===== config.mk =====
export PLATFORM = sky130hd
export DESIGN_NAME = iter_mult
export DESIGN_NICKNAME = d
export VERILOG_FILES = /design/src/rtl/iter_mult.sv
export SDC_FILE = /design/constraint.sdc
export NUM_CORES = 1
export LEC_CHECK = 0
export CAP_MARGIN = 40
export CORE_AREA = 2 2 67 69
export CTS_CLUSTER_SIZE = 30
export DETAILED_ROUTE_END_ITERATION = 10
export DIE_AREA = 0 0 69 71
export PLACE_DENSITY = 0.71
export SLEW_MARGIN = 30
export SYNTH_ARGS = -nofsm -noshare
export SYNTH_HDL_FRONTEND = slang
export SYNTH_SLANG_ARGS = --single-unit

===== constraint.sdc =====
create_clock -name clk -period 3.59 [get_ports clk]
set_input_delay 0.5385 -clock clk [delete_from_list [all_inputs] [get_ports clk]]
set_output_delay 0.5385 -clock clk [all_outputs]
set_load 0.1 [all_outputs]

===== src/rtl/iter_mult.sv =====
// Iterative shift-add multiplier with valid/ready handshakes and per-op signed mode.
// Retires STEP multiplier bits per BUSY cycle; the product is presented in DONE until accepted.
module iter_mult #(
  parameter int WIDTH = 4,
  parameter int STEP  = 1
) (
  input  logic               clk,
  input  logic               reset,
  input  logic               in_valid,
  output logic               in_ready,
  input  logic [WIDTH-1:0]   in_lhs,
  input  logic [WIDTH-1:0]   in_rhs,
  input  logic               in_signed,
  output logic               out_valid,
  input  logic               out_ready,
  output logic [2*WIDTH-1:0] out_data
);
  localparam int N  = WIDTH / STEP;
  localparam int CW = $clog2(N + 1);

  typedef enum logic [1:0] {IDLE, BUSY, DONE} state_t;

  state_t               state_q, state_d;
  logic [2*WIDTH-1:0]   mcand_q, mcand_d;
  logic [WIDTH-1:0]     mplier_q, mplier_d;
  logic [2*WIDTH-1:0]   acc_q, acc_d;
  logic [CW-1:0]        cnt_q, cnt_d;
  logic                 neg_q, neg_d;
  logic [2*WIDTH-1:0]   out_data_q, out_data_d;
  logic                 out_valid_q, out_valid_d;
  logic                 in_ready_q, in_ready_d;

  logic [WIDTH-1:0]     lhs_mag, rhs_mag;
  logic [2*WIDTH-1:0]   partial, acc_sum;

  always_comb begin
    // Negating the most-negative value wraps to 2^(WIDTH-1), which is the correct magnitude.
    lhs_mag = (in_signed && in_lhs[WIDTH-1]) ? -in_lhs : in_lhs;
    rhs_mag = (in_signed && in_rhs[WIDTH-1]) ? -in_rhs : in_rhs;
    partial = mcand_q * {{(2*WIDTH-STEP){1'b0}}, mplier_q[STEP-1:0]};
    acc_sum = acc_q + partial;

    state_d     = state_q;
    mcand_d     = mcand_q;
    mplier_d    = mplier_q;
    acc_d       = acc_q;
    cnt_d       = cnt_q;
    neg_d       = neg_q;
    out_data_d  = out_data_q;
    out_valid_d = out_valid_q;
    in_ready_d  = in_ready_q;

    case (state_q)
      IDLE: begin
        if (in_valid) begin
          mcand_d    = {{WIDTH{1'b0}}, lhs_mag};
          mplier_d   = rhs_mag;
          acc_d      = '0;
          cnt_d      = CW'(N);
          neg_d      = in_signed & (in_lhs[WIDTH-1] ^ in_rhs[WIDTH-1]);
          state_d    = BUSY;
          in_ready_d = 1'b0;
        end
      end
      BUSY: begin
        // The multiplicand is pre-shifted so each partial lands at its own weight.
        acc_d    = acc_sum;
        mcand_d  = mcand_q << STEP;
        mplier_d = mplier_q >> STEP;
        cnt_d    = cnt_q - CW'(1);
        if (cnt_q == CW'(1)) begin
          state_d     = DONE;
          out_valid_d = 1'b1;
          out_data_d  = neg_q ? -acc_sum : acc_sum;
        end
      end
      DONE: begin
        if (out_ready) begin
          state_d     = IDLE;
          out_valid_d = 1'b0;
          in_ready_d  = 1'b1;
        end
      end
      default: begin
        state_d     = IDLE;
        out_valid_d = 1'b0;
        in_ready_d  = 1'b1;
      end
    endcase
  end

  always_ff @(posedge clk or negedge reset) begin
    if (!reset) begin
      state_q     <= IDLE;
      mcand_q     <= '0;
      mplier_q    <= '0;
      acc_q       <= '0;
      cnt_q       <= '0;
      neg_q       <= 1'b0;
      out_data_q  <= '0;
      out_valid_q <= 1'b0;
      in_ready_q  <= 1'b1;
    end else begin
      state_q     <= state_d;
      mcand_q     <= mcand_d;
      mplier_q    <= mplier_d;
      acc_q       <= acc_d;
      cnt_q       <= cnt_d;
      neg_q       <= neg_d;
      out_data_q  <= out_data_d;
      out_valid_q <= out_valid_d;
      in_ready_q  <= in_ready_d;
    end
  end

  assign in_ready  = in_ready_q;
  assign out_valid = out_valid_q;
  assign out_data  = out_data_q;
endmodule


Yosys cells after proc, flatten, opt, wreduce, memory -nomap -nowiden
Cells that the tools add are included.
Storage, ports and cells
  bits in registers: 36
  input port bits: 13
  output and inout port bits: 10
  word-level logic and storage cells: 56
Cells by class
  add/sub/neg operators: 5
  multiply operators: 1
  eq/ne operators: 6
  multiplexer cells: 21
  bitwise gates (word level): 4
  reductions and logical operators: 10
Operators with widths (count)
  8-bit one-hot mux with 2 select lines: 2
  8-bit 2-to-1 mux: 3
  4-bit 2-to-1 mux: 3
  3-bit AND reduction: 3
  8-bit adder: 1
  8-bit by 1-bit multiplier with 8-bit output: 1
  4-bit negator: 2
  8-bit negator: 1
  4-bit one-hot mux with 2 select lines: 1
  2-bit 2-to-1 mux: 3
  2-bit != test, second input constant: 3
  1-bit one-hot mux with 3 select lines: 2
  2-bit one-hot mux with 3 select lines: 1
  3-bit one-hot mux with 2 select lines: 1
  2-bit AND reduction: 3
  1-bit 2-to-1 mux: 4
  3-bit by 1-bit equality test with 1-bit output, second input constant: 1
  3-bit 2-to-1 mux: 1
  3-bit by 1-bit subtractor with 3-bit output, second input constant: 1
  2-bit by 1-bit equality test with 1-bit output, second input constant: 1
  2-bit equality test, second input constant: 1
  1-bit logical AND: 2
  2-bit logical NOT: 1
  1-bit inverter: 2
  other kinds (3): 3

Longest topological paths before layout
  depth after elaboration: 4
  gate-level depth with buffers: 9
  depth with buffers taken out: 9

Worst setup path after synthesis
No wires, ideal clock.
  path type: register -> register
  start point: register mplier_q[0]
  end point: register out_data_q[7], in the netlist out_data[7]
  setup time: 0.126 ns
  data arrival time: 2.418 ns
  data required time: 3.464 ns
  path slack: 1.046 ns
  stages on the path, launching flop included: 10
  buffers on the path: 0
  clock period less this slack: 2.544 ns
  cells stage by stage: dfrtp_1 -> and2_1 -> ha_1 -> fa_1 -> a211oi_1 -> nor2_1 -> xor2_1 -> o41ai_2 -> xnor2_1 -> mux2_4
On the way
  cells in the longest elaborated chain, start to end: 4
RTL lines
  from (decl): line 25  | logic [WIDTH-1:0] mplier_q, mplier_d;
  from (signal assigned): line 106  | mplier_q <= mplier_d;
  8-bit by 1-bit multiplier with 8-bit output *: line 40  | partial = mcand_q * {{(2*WIDTH-STEP){1'b0}}, mplier_q[STEP-1:0]};
  8-bit adder *: line 41  | acc_sum = acc_q + partial;
  8-bit negator: line 74  | out_data_d = neg_q ? -acc_sum : acc_sum;
  8-bit 2-to-1 mux *: line 74
  to (signal assigned): line 110  | out_data_q <= out_data_d;
  to (decl): line 29  | logic [2*WIDTH-1:0] out_data_q, out_data_d;
Every way passes the cells marked *; elsewhere a longest branch is shown, timed or not.
A chain may end at the register's enable or synchronous reset.

Final worst setup path
Same ends and word-level chain as after synthesis.

==> impl_metrics.tcl <==
set metrics [dict create \
    hold_class "reg -> reg" \
    n_fill_cell 369 \
    tns_ns 0 \
    synth-edff-count 0 \
    crit_path_top_delay_cell "dfrtp_1" \
    h-tree-depth 2 \
    drt_iter0_drc 130 \
    routedWlPerCell_um 14.0 \
    grt_pass1_vias 1574 \
    synthTopCellsByArea "dfrtp_1, ha_1, nand2_1" \
    grt_pass1_wl_um 7410 \
    postSynthCellCount 210 \
    critPathKind "reg -> reg" \
    grt-ovfl-total 0 \
    synth_top_area_cell "dfrtp_1" \
    async_flop_share 1.00 \
    rsz0062_at_grt "false" \
    path_cells "and2_1, ha_1, fa_1, a211oi_1, nor2_1, xor2_1, o41ai_2, xnor2_1, mux2_4" \
    via_count 1626 \
    drc_errors 0 \
    io_buffers 22 \
    fin_crit_ns 2.77 \
    synth_ff_type "dfrtp_1" \
    avgSynthCellArea_um2 9.66 \
    die_area_um2 4900 \
    netlist.area_leader.share 0.432 \
    root_buffer "clkbuf_8" \
    fmaxAchievable_mhz 361 \
    cts_tree "yes" \
    firstDrtPassIters 4 \
    ys_types 40 \
    yosysSeqAreaShare 0.445 \
    ant_nets 0 \
    clkTransAtPathRegs_ns 0.07 \
    hold_buffers 0 \
    max_stage_delay_ns 0.44 \
    cts_buffers 5 \
    final_core_utilization 0.611 \
    cp-start-kind "flip-flop" \
    clockPowerShare 0.133 \
    finalHoldWorstSlack_ns 0.494 \
    p_int_mw 1.38 \
    switching_power_mw 1.24 \
    finalHoldViolCount 0 \
    setup_viol_count_final 0 \
    cp.arrival_ns 2.94 \
    p_seq_frac 0.273 \
    p_leak_nw 1.21 \
    fp.dieW_um 69 \
    min_period_over_period 0.772 \
    chipHeight_um 71 \
    yosys_warnings 0 \
    n_antenna_cell 0 \
    drive_gt1_frac 0.122 \
    initial_core_util 0.482 \
    antenna_found_initial 0 \
    yosys_register_bits 36 \
    netSwitchingFraction 0.473 \
    fin_nets 271 \
    clk_latency_ns 0.29 \
    status "finished, final reports clean" \
    cts_setup_buffers 0 \
    cp_max_fo 9 \
    cts_resized 0 \
    via_per_inst 5.46 \
    relSlewSlack 0.499 \
    fin_skew_ns 0.00645 \
    core_um2 4200 \
    worstMarginPinSlew_ns 0.749 \
    clock-sinks 36 \
    ios 23 \
    ir_drop_mv 0.396 \
    rows 24 \
    place.gp.congestion 0.840 \
    syn_nets 236 \
    clk_path_buf_depth 2 \
    synthesis.area_um2 2030 \
    dp_hpwl_um 3040 \
    p_per_area_nw_per_um2 1020 \
    synthToLayoutAreaGrowth_pct 26.6 \
    end_kind "flip-flop" \
    maxCapViolCount 0 \
    yosys.cell_count.top_type "dfrtp_1" \
    yosys-top-cells-count "dfrtp_1, nand2_1, nand3_1" \
    grt_start_max_net_pins 37 \
    final_max_slew_viol_count 0 \
    cp.required_ns 3.76 \
    track_usage 0.190 \
    wirelength_um 4170 \
    pwr-share-comb 0.595 \
]
==> worst paths after layout <==
check | start | end | slack [ns] | depth (start not counted)
hold reg to reg | cnt_q[2]$_DFFE_PN0P_ | cnt_q[2]$_DFFE_PN0P_ | 0.49 | 1
hold / removal | cnt_q[2]$_DFFE_PN0P_ | cnt_q[2]$_DFFE_PN0P_ | 0.49 | 1
min in group asynchronous | reset | acc_q[5]$_DFFE_PN0P_ | 0.66 | 2
setup / recovery | mplier_q[0]$_DFFE_PN0P_ | out_data[7]$_DFFE_PN0P_ | 0.82 | 9
setup reg to reg | mplier_q[0]$_DFFE_PN0P_ | out_data[7]$_DFFE_PN0P_ | 0.82 | 9
max in group asynchronous | reset | in_ready$_DFFE_PN1P_ | 2.59 | 2
==> logic make-up after synthesis <==
logic type | Yosys count | share of synthesized area
xor gates and xnor gates | 15 | 0.0648
DFF | 36 | 0.445
buffers and inverters | 16 | 0.0296
AOI/OAI and AO/OA | 48 | 0.163
and+or+nand+nor | 76 | 0.181
adders and majority gates | 13 | 0.0839
muxes | 6 | 0.0333
==> per-stage QoR <==
step / cell area, um^2 / total power [mW] / setup WS [ns] / cells
finish: 2570 / 2.63 / 0.818 / 298
global placement: 2310 / 2.07 / 0.917 / 280
CTS: 2570 / 2.64 / 0.813 / 298
floorplan: 2030 / 1.77 / 1.05 / 210
detailed placement: 2460 / 2.28 / 0.844 / 290
global route: 2570 / 2.81 / 0.578 / 298
==> worst max-delay path: cells and delay by family (launching register included) <==
family | cells | cell delay, ns
xor gates and xnor gates | 2 | 0.57
muxes | 1 | 0.26
DFF | 1 | 0.44
adders and majority gates | 2 | 0.61
AOI/OAI and AO/OA | 2 | 0.50
and+or+nand+nor | 2 | 0.27
==> cell type report <==
type / instances / area [um^2] / share of cell area
multi-input cells: 158 / 1070 / 0.415
flip-flops and latches: 36 / 902 / 0.351
repair buffers: 35 / 393 / 0.153
clock buffers: 6 / 72.6 / 0.0283
well taps: 52 / 65.1 / 0.0253
clock inverters: 2 / 35.0 / 0.0136
inverters: 9 / 33.8 / 0.0132
==> state kept, by name, summed over array words and instances, names as in the netlist <==
register and cells:
state_q 2, neg_q 1, out_data 8, cnt_q 3
acc_q 8, mcand_q 8, out_valid 1, mplier_q 4
in_ready 1
==> power by group through the flow <==
stage / clock network (mW) / registers, mW / logic (mW)
2_1_floorplan: 0 / 1.06 / 0.715
3_3_place_gp: 0 / 0.712 / 1.36
3_5_place_dp: 0 / 0.722 / 1.56
4_1_cts: 0.353 / 0.715 / 1.57
5_1_grt: 0.374 / 0.740 / 1.70
6_report: 0.348 / 0.716 / 1.56
==> metal layers <==
| layer | track usage | up-vias | wire, um |
|---|---|---|---|
| li1 | - | 811 | - |
| met1 | 0.244 | 764 | 1890 |
| met2 | 0.314 | 43 | 2050 |
| met3 | 0.0442 | 8 | 166 |
| met4 | 0.0719 | 0 | 70 |
| met5 | 0 | - | 0 |
==> cells in the final DEF (no fill, tap or decap), types with 2 or more instances in the layout <==
| cell | n |
|---|---|
| mux2i_1 | 3 |
| nand2_1 | 26 |
| ha_1 | 12 |
| nor2_1 | 14 |
| o31ai_1 | 3 |
| a22oi_1 | 6 |
| clkbuf_8 | 5 |
| a211oi_1 | 3 |
| a21oi_1 | 9 |
| nor2b_1 | 4 |
| nand3_1 | 16 |
| inv_1 | 9 |
| xnor2_1 | 8 |
| and2_1 | 8 |
| o22a_1 | 2 |
| a22o_1 | 2 |
| mux2_2 | 2 |
| buf_4 | 3 |
| xor2_1 | 7 |
| clkdlybuf4s50_1 | 22 |
| a21o_1 | 3 |
| o21ai_0 | 13 |
| dfrtp_1 | 35 |
| buf_8 | 10 |
Note: power is estimated with default switching activity, not from simulation.
